$ cat src/rtl/mem_port_arbiter_pkg.sv
//==============================================================================
// Module   : mips_pkg
// Desc     : Shared encodings and default widths for the memory-port arbiter.
// Revision : 1.0 - initial release
//==============================================================================
`default_nettype none

package mips_pkg;

    typedef enum logic [1:0] {
        IDLE  = 2'd0,
        FETCH = 2'd1,
        DATA  = 2'd2
    } arb_state_t;

    // Identifies which requester last owned the port; drives round-robin.
    typedef enum logic {
        OWN_FETCH = 1'b0,
        OWN_DATA  = 1'b1
    } owner_t;

    localparam int DEF_DATA_WIDTH     = 32;
    localparam int DEF_ADDR_WIDTH     = 32;
    localparam int DEF_TIMEOUT_CYCLES = 15;

endpackage

`default_nettype wire

$ cat src/rtl/mem_port_arbiter_watchdog.sv
//==============================================================================
// Module   : mem_port_watchdog
// Desc     : Counts wait cycles of an access and flags expiry at the limit.
// Revision : 1.0 - initial release
//==============================================================================
`default_nettype none

module mem_port_watchdog
    import mips_pkg::*;
#(
    parameter int TIMEOUT_CYCLES = DEF_TIMEOUT_CYCLES
) (
    input  logic clock,
    input  logic reset,
    input  logic clear,
    input  logic active,
    input  logic ready,
    output logic expire
);

    localparam int c_CNT_W = (TIMEOUT_CYCLES > 1) ? $clog2(TIMEOUT_CYCLES) : 1;
    localparam logic [c_CNT_W-1:0] c_LIMIT = c_CNT_W'(TIMEOUT_CYCLES - 1);

    logic [c_CNT_W-1:0] r_count;

    // Expiry lands on the TIMEOUT_CYCLES-th wait cycle; a real ready wins.
    assign expire = active && !ready && (r_count == c_LIMIT);

    always_ff @(posedge clock or negedge reset) begin
        if (!reset) begin
            r_count <= '0;
        end else if (clear) begin
            r_count <= '0;
        end else if (active && !ready && !expire) begin
            r_count <= r_count + 1'b1;
        end
    end

endmodule

`default_nettype wire

$ cat src/rtl/mem_port_arbiter.sv
//==============================================================================
// Module   : mem_port_arbiter
// Desc     : Round-robin sharing of one variable-latency memory port between
//            instruction fetch and load/store. Define MEM_PORT_ARB_TIMEOUT_EN
//            to add the access watchdog (err pulse on timeout).
// Revision : 1.0 - initial release
//==============================================================================
`default_nettype none

module mem_port_arbiter
    import mips_pkg::*;
#(
    parameter int DATA_WIDTH     = DEF_DATA_WIDTH,
    parameter int ADDR_WIDTH     = DEF_ADDR_WIDTH,
    parameter int TIMEOUT_CYCLES = DEF_TIMEOUT_CYCLES
) (
    input  logic                  clock,
    input  logic                  reset,
    input  logic                  if_req,
    input  logic [ADDR_WIDTH-1:0] if_addr,
    output logic [DATA_WIDTH-1:0] if_rdata,
    output logic                  if_ack,
    input  logic                  d_req,
    input  logic                  d_we,
    input  logic [ADDR_WIDTH-1:0] d_addr,
    input  logic [DATA_WIDTH-1:0] d_wdata,
    output logic [DATA_WIDTH-1:0] d_rdata,
    output logic                  d_ack,
    output logic                  mem_en,
    output logic                  mem_we,
    output logic [ADDR_WIDTH-1:0] mem_addr,
    output logic [DATA_WIDTH-1:0] mem_wdata,
    input  logic [DATA_WIDTH-1:0] mem_rdata,
    input  logic                  mem_ready,
    output logic                  busy,
    output logic                  err
);

    if (TIMEOUT_CYCLES < 1) begin : g_timeout_range_check
        $error("TIMEOUT_CYCLES must be >= 1");
    end

    arb_state_t            r_state,      w_state_nxt;
    owner_t                r_last_grant, w_last_grant_nxt;
    logic                  r_mem_en,     w_mem_en_nxt;
    logic                  r_mem_we,     w_mem_we_nxt;
    logic [ADDR_WIDTH-1:0] r_mem_addr,   w_mem_addr_nxt;
    logic [DATA_WIDTH-1:0] r_mem_wdata,  w_mem_wdata_nxt;
    logic [DATA_WIDTH-1:0] r_if_rdata,   w_if_rdata_nxt;
    logic [DATA_WIDTH-1:0] r_d_rdata,    w_d_rdata_nxt;
    logic                  r_if_ack,     w_if_ack_nxt;
    logic                  r_d_ack,      w_d_ack_nxt;
    logic                  r_err,        w_err_nxt;

    logic w_if_eff;
    logic w_d_eff;
    logic w_expire;
    logic w_done;

    // A requester is invisible during its own ack cycle so a held req
    // is not mistaken for a second transfer.
    assign w_if_eff = if_req & ~r_if_ack;
    assign w_d_eff  = d_req  & ~r_d_ack;

`ifdef MEM_PORT_ARB_TIMEOUT_EN
    logic w_wd_clear;
    logic w_wd_active;

    assign w_wd_clear  = (r_state == IDLE) && (w_if_eff || w_d_eff);
    assign w_wd_active = (r_state != IDLE);

    mem_port_watchdog #(
        .TIMEOUT_CYCLES (TIMEOUT_CYCLES)
    ) u_watchdog (
        .clock  (clock),
        .reset  (reset),
        .clear  (w_wd_clear),
        .active (w_wd_active),
        .ready  (mem_ready),
        .expire (w_expire)
    );
`else
    assign w_expire = 1'b0;
`endif

    assign w_done = mem_ready | w_expire;

    always_comb begin
        w_state_nxt      = r_state;
        w_last_grant_nxt = r_last_grant;
        w_mem_en_nxt     = r_mem_en;
        w_mem_we_nxt     = r_mem_we;
        w_mem_addr_nxt   = r_mem_addr;
        w_mem_wdata_nxt  = r_mem_wdata;
        w_if_rdata_nxt   = r_if_rdata;
        w_d_rdata_nxt    = r_d_rdata;
        w_if_ack_nxt     = 1'b0;
        w_d_ack_nxt      = 1'b0;
        w_err_nxt        = 1'b0;

        case (r_state)
            IDLE: begin
                if (w_if_eff && (!w_d_eff || r_last_grant == OWN_DATA)) begin
                    w_state_nxt      = FETCH;
                    w_last_grant_nxt = OWN_FETCH;
                    w_mem_en_nxt     = 1'b1;
                    w_mem_we_nxt     = 1'b0;
                    w_mem_addr_nxt   = if_addr;
                    w_mem_wdata_nxt  = '0;
                end else if (w_d_eff) begin
                    w_state_nxt      = DATA;
                    w_last_grant_nxt = OWN_DATA;
                    w_mem_en_nxt     = 1'b1;
                    w_mem_we_nxt     = d_we;
                    w_mem_addr_nxt   = d_addr;
                    w_mem_wdata_nxt  = d_we ? d_wdata : '0;
                end
            end
            FETCH: begin
                if (w_done) begin
                    w_state_nxt    = IDLE;
                    w_mem_en_nxt   = 1'b0;
                    w_mem_we_nxt   = 1'b0;
                    w_if_rdata_nxt = mem_ready ? mem_rdata : '0;
                    w_if_ack_nxt   = 1'b1;
                    w_err_nxt      = w_expire;
                end
            end
            DATA: begin
                if (w_done) begin
                    w_state_nxt   = IDLE;
                    w_mem_en_nxt  = 1'b0;
                    w_mem_we_nxt  = 1'b0;
                    // Stores report zero; only a completed load returns data.
                    w_d_rdata_nxt = (mem_ready && !r_mem_we) ? mem_rdata : '0;
                    w_d_ack_nxt   = 1'b1;
                    w_err_nxt     = w_expire;
                end
            end
            default: begin
                w_state_nxt  = IDLE;
                w_mem_en_nxt = 1'b0;
                w_mem_we_nxt = 1'b0;
            end
        endcase
    end

    always_ff @(posedge clock or negedge reset) begin
        if (!reset) begin
            r_state      <= IDLE;
            r_last_grant <= OWN_DATA;
            r_mem_en     <= 1'b0;
            r_mem_we     <= 1'b0;
            r_mem_addr   <= '0;
            r_mem_wdata  <= '0;
            r_if_rdata   <= '0;
            r_d_rdata    <= '0;
            r_if_ack     <= 1'b0;
            r_d_ack      <= 1'b0;
            r_err        <= 1'b0;
        end else begin
            r_state      <= w_state_nxt;
            r_last_grant <= w_last_grant_nxt;
            r_mem_en     <= w_mem_en_nxt;
            r_mem_we     <= w_mem_we_nxt;
            r_mem_addr   <= w_mem_addr_nxt;
            r_mem_wdata  <= w_mem_wdata_nxt;
            r_if_rdata   <= w_if_rdata_nxt;
            r_d_rdata    <= w_d_rdata_nxt;
            r_if_ack     <= w_if_ack_nxt;
            r_d_ack      <= w_d_ack_nxt;
            r_err        <= w_err_nxt;
        end
    end

    assign if_rdata  = r_if_rdata;
    assign if_ack    = r_if_ack;
    assign d_rdata   = r_d_rdata;
    assign d_ack     = r_d_ack;
    assign mem_en    = r_mem_en;
    assign mem_we    = r_mem_we;
    assign mem_addr  = r_mem_addr;
    assign mem_wdata = r_mem_wdata;
    assign busy      = (r_state != IDLE);
    assign err       = r_err;

endmodule

`default_nettype wire

$ cat config.mk
export PLATFORM = sky130hd
export DESIGN_NAME = mem_port_arbiter
export DESIGN_NICKNAME = d
export VERILOG_FILES = /design/src/rtl/mem_port_arbiter_pkg.sv /design/src/rtl/mem_port_arbiter_watchdog.sv /design/src/rtl/mem_port_arbiter.sv
export SDC_FILE = /design/constraint.sdc
export NUM_CORES = 1
export LEC_CHECK = 0
export ABC_CLOCK_PERIOD_IN_PS = 1600
export BUFFER_PORTS_ARGS = -buffer_cell sky130_fd_sc_hd__buf_2
export CAP_MARGIN = 10
export CORE_ASPECT_RATIO = 1.75
export CORE_MARGIN = 1
export CORE_UTILIZATION = 44
export DETAILED_ROUTE_END_ITERATION = 8
export PLACE_DENSITY_LB_ADDON = 0.25
export SLEW_MARGIN = 25
export SYNTH_ARGS = -nofsm -noshare
export SYNTH_HDL_FRONTEND = slang
export SYNTH_SLANG_ARGS = --single-unit
$ cat constraint.sdc
create_clock -name clock -period 1.6 [get_ports clock]
set_clock_uncertainty 0.1 [all_clocks]
set_input_delay 0.32 -clock clock [delete_from_list [all_inputs] [get_ports clock]]
set_output_delay 0.32 -clock clock [all_outputs]
set_load 0.02 [all_outputs]
======== Word-level counts from Yosys, hierarchy flattened ========
Index checks and enable logic that the tools add are counted.
storage, ports and cells
  register bits ........................... 135
  bits of input ports ..................... 134
  output and inout bits ................... 134
  logic and storage cells ................. 52
cells by class
  eq/ne operators ......................... 4
  mux-type cells .......................... 21
  bitwise gates (word level) .............. 4
  reduce and logical (&&, ||, !) cells .... 13
operators by type and width
  kind                                                                   count
  32-bit 2-to-1 mux                                                      6
  1-bit 2-to-1 mux                                                       9
  2-bit AND reduction                                                    4
  2-bit 2-to-1 mux                                                       3
  1-bit one-hot mux with 2 select lines                                  2
  2-bit one-hot mux with 2 select lines                                  1
  2-bit nonzero test                                                     2
  3-bit != test, second input constant                                   1
  1-bit bitwise AND                                                      2
  2-bit by 1-bit equality test with 1-bit output, second input constant  1
  2-bit equality test, second input constant                             1
  1-bit logical AND                                                      2
  1-bit logical NOT                                                      2
  2-bit logical NOT                                                      1
  2-bit by 1-bit != test with 1-bit output, second input constant        1
  1-bit NOT                                                              2
  2-bit OR reduction                                                     1
  1-bit logical OR                                                       1

======== Logic depth before layout (Yosys ltp) ========
  depth in word-level cells ............... 7
  depth in mapped cells ................... 7

======== Least setup slack after synthesis ========
Ideal clock, no wire load.
  path type ............................... reg2reg
  from .................................... register r_state[0]
  to ...................................... register r_mem_addr[10] (netlist: mem_addr[10])
  data arrival time ....................... 1.500 ns
  setup slack ............................. -0.132 ns
  cell stages (with the launch flop) ...... 8
  cell sequence ........................... dfrtp_1 > inv_1 > ha_1 > buf_4 > clkinv_1 > buf_1 > a221oi_2 > a22oi_1
between the ends
  cells in the longest elaborated chain, start to end .. 2
ends and longest elaborated chain
  item                           RTL line                 text
  from (decl)                    mem_port_arbiter.sv:43   arb_state_t r_state, w_state_nxt;
  from (signal assigned)         mem_port_arbiter.sv:162  r_state <= w_state_nxt;
  2-bit logical NOT              mem_port_arbiter.sv:101  case (r_state)
  2-bit AND reduction (no line)  --
  to (signal assigned)           mem_port_arbiter.sv:166  r_mem_addr <= w_mem_addr_nxt;
  to (decl)                      mem_port_arbiter.sv:47   logic [ADDR_WIDTH-1:0] r_mem_addr, w_mem_addr_nxt;
No other way between the ends.
A chain may end at the register's enable or synchronous reset.

======== Worst setup path in the final report ========
  from .................................... register r_state[1]
  to ...................................... output port busy
between the ends
  cells in the longest elaborated chain, start to end .. 1
ends and longest elaborated chain
  item                RTL line                 text
  2-bit nonzero test  mem_port_arbiter.sv:184  assign busy = (r_state != IDLE);
  to (decl)           mem_port_arbiter.sv:35   output logic busy,
No other way between the ends.

==> results.tsv <==
metric	value	unit
Final nets	1015	
# DRC	0	
DPL Wire Length	13.2	mm
vias in the first global route	6070	
Routed WL	21.7	mm
clock sink total	135	
most frequent cell after synthesis	dfrtp_1	
fin crit share	105	%
worst path required time	1.18	ns
GR Overflow Total	0	
initial antenna violation count	0	
ratio of cells with drive above 1 in the final layout	55.7	%
largest net degree at the start of global routing	37	
H-tree Lvls	4	
Starting Density	45.3	%
violated checks	negative setup slack	
worst min path class	input pin to flip-flop	
Final min period	1.68	ns
Synth Flop Type	dfrtp_1	
Syn Nets	719	
reg-to-reg slack, setup	-0.04	ns
fmax	0.596	GHz
CTS tree	yes	
first-pass GRT wire length	30.2	mm
Seq cells post-synth	135	
GPL Wtd Cong	0.796	
CTS Buf Count	17	
Final Max Slew Viols	0	
WP data arrival	1.26	ns
Core Box Area	14400	um2
Reg clk slew, reported paths	0.06	ns
synth unique cells	33	
Worst-Skew Late Latency	0.41	ns
Final Hold Fails	0	
Initial DRC Count	255	
Via Count	6060	
Lkg Pwr	4.95	nW
register area share after synthesis	51.6	%
Area growth, synth to finish	51.9	%
Avg WL per Cell	20.3	um
number of flops mapped to enable cells by yosys	0	
clock root buffer	clkbuf_16	
Power Density	2100	nW/um2
TritonRoute pass-1 iters	4	
synth cell count leaders	dfrtp_1, o21ai_0, inv_1	
Critical Path Fanout Max	2	
Total Routing Usage GR	25.5	%
Hold WS	0.0548	ns
Longest Clk Path Bufs	2	
fill count	1051	
post-route ant nets	0	
Syn Std Cell Area	6550	um2
CP Capture Type	output pin	
Synth top area share	51.2	%
Synth Warn #	0	
Post-Synthesis Cells	582	
footprint of the multi-input gates	3210	um2
unrepaired setup endpoints after global routing	yes	
die height	163	um
status	complete, but fails checks	
port bufs	266	
Top Ports	268	
Post-synth ARST share	100	%
final worst setup slack	-0.0785	ns
row count	58	
Max-Cap Viols	0	
crit path kind	flip-flop to output pin	
top cells by area, synth	dfrtp_1, a221oi_2, mux2_2	
dominant cell type by area after synthesis	dfrtp_1	
Die X	94.2	um
Critical Path Start Type	flip-flop	
setup violators final	29	
DR vias/cell	5.65	
Max VDD drop	1.19	mV
setup TNS	-0.474	ns
Die Area	15400	um2
Avg Cell Area, Syn	11.3	um2
Storage cell area	3380	um2
## path summary, 6_finish.rpt
path,from,to,cells after the start
worst max-delay path,r_state[1],busy,4
min in group asynchronous,reset,if_rdata[6],2
worst min register to register,d_rdata[26],d_rdata[26],2
worst min-delay path,mem_rdata[23],if_rdata[23],2
max in group asynchronous,reset,r_last_grant,3
worst max register to register,r_state[1],mem_addr[21],8
## power breakdown
part / total (W) / internal [W] / switching (W) / leakage (nW)
Sequential: 0.00594 / 0.00500 / 0.000941 / 1.66
Clock: 0.00389 / 0.00231 / 0.00158 / 0.270
Combinational: 0.0111 / 0.00494 / 0.00613 / 3.02
## layer usage
| layer | global-route usage (%) | routed length (um) |
|---|---|---|
| met1 | 29.0 | 7940 |
| met2 | 44.2 | 11900 |
| met3 | 5.87 | 1110 |
| met4 | 12.7 | 736 |
| met5 | 0 | 0 |
## cell usage in the layout (no fill, tap or decap), drive strengths merged, types with 2 or more instances in the layout
| master | count |
|---|---|
| nor2b | 3 |
| o2bb2ai | 33 |
| clkinv | 4 |
| buf | 328 |
| o211ai | 33 |
| clkbuf | 29 |
| a221oi | 32 |
| bufinv | 2 |
| diode | 2 |
| mux2 | 33 |
| ha | 3 |
| o21ai | 66 |
| nor4 | 2 |
| nand2 | 35 |
| a22oi | 32 |
| clkinvlp | 4 |
| inv | 40 |
| nand2b | 35 |
| dfrtp | 134 |
| and3b | 32 |
## per-stage QoR
stage | std cells | setup WS [ns] | util, % | instance area (um2) | power, W
after floorplan | 582 | -0.00356 | - | 6570 | 0.0114
after global placement | 1006 | -0.0935 | 57.6 | 8320 | 0.0144
after detailed placement | 1006 | -0.132 | 57.6 | 8320 | 0.0147
after CTS | 1048 | -0.0644 | 62.9 | 9080 | 0.0190
after global routing | 1070 | -0.119 | 68.8 | 9940 | 0.0219
final | 1072 | -0.0785 | 68.9 | 9940 | 0.0209
## logic make-up after synthesis
logic type	Yosys count	synth area share, %
and+or+nand+nor	109	10.4
AOI/OAI and AO/OA	201	24.8
muxes	33	5.67
adders and majority gates	3	0.573
buffers and inverters	100	6.88
DFF	135	51.6
other	1	0.0573
## cell type report
| cell class | count | area share, % |
|---|---|---|
| diodes | 2 | 0.0503 |
| clock buffers | 18 | 4.32 |
| clock inverters | 13 | 1.48 |
| inverters | 37 | 1.45 |
| multi-input cells | 347 | 32.3 |
| flip-flops and latches | 135 | 34.0 |
| well taps | 180 | 2.26 |
| repair buffers | 340 | 24.1 |
## flip-flops by register name (all words and copies together), names as in the netlist
name and flops:
mem_wdata 32, mem_addr 32, if_rdata 32, d_ack 1
r_last_grant 1, d_rdata 32, r_state 2, if_ack 1
mem_en 1, mem_we 1
## repair_timing
| action | in CTS | in global routing |
|---|---|---|
| resized for setup | 17 | 104 |
| hold buffers | 1 | 0 |
| pin swaps | 2 | 7 |
| buffers inserted | 8 | 6 |
| endpoints found under the hold margin | 90 | 0 |
| setup endpoints to repair | 36 | 119 |
| gates cloned | 2 | 16 |
## critical path, cell delays in order, from the launching register on
cell and delay (ns):
dfrtp_1 0.40, inv_2 0.09, ha_4 0.16, clkinv_4 0.06
buf_6 0.13
Power figures use the tool's default switching activity.
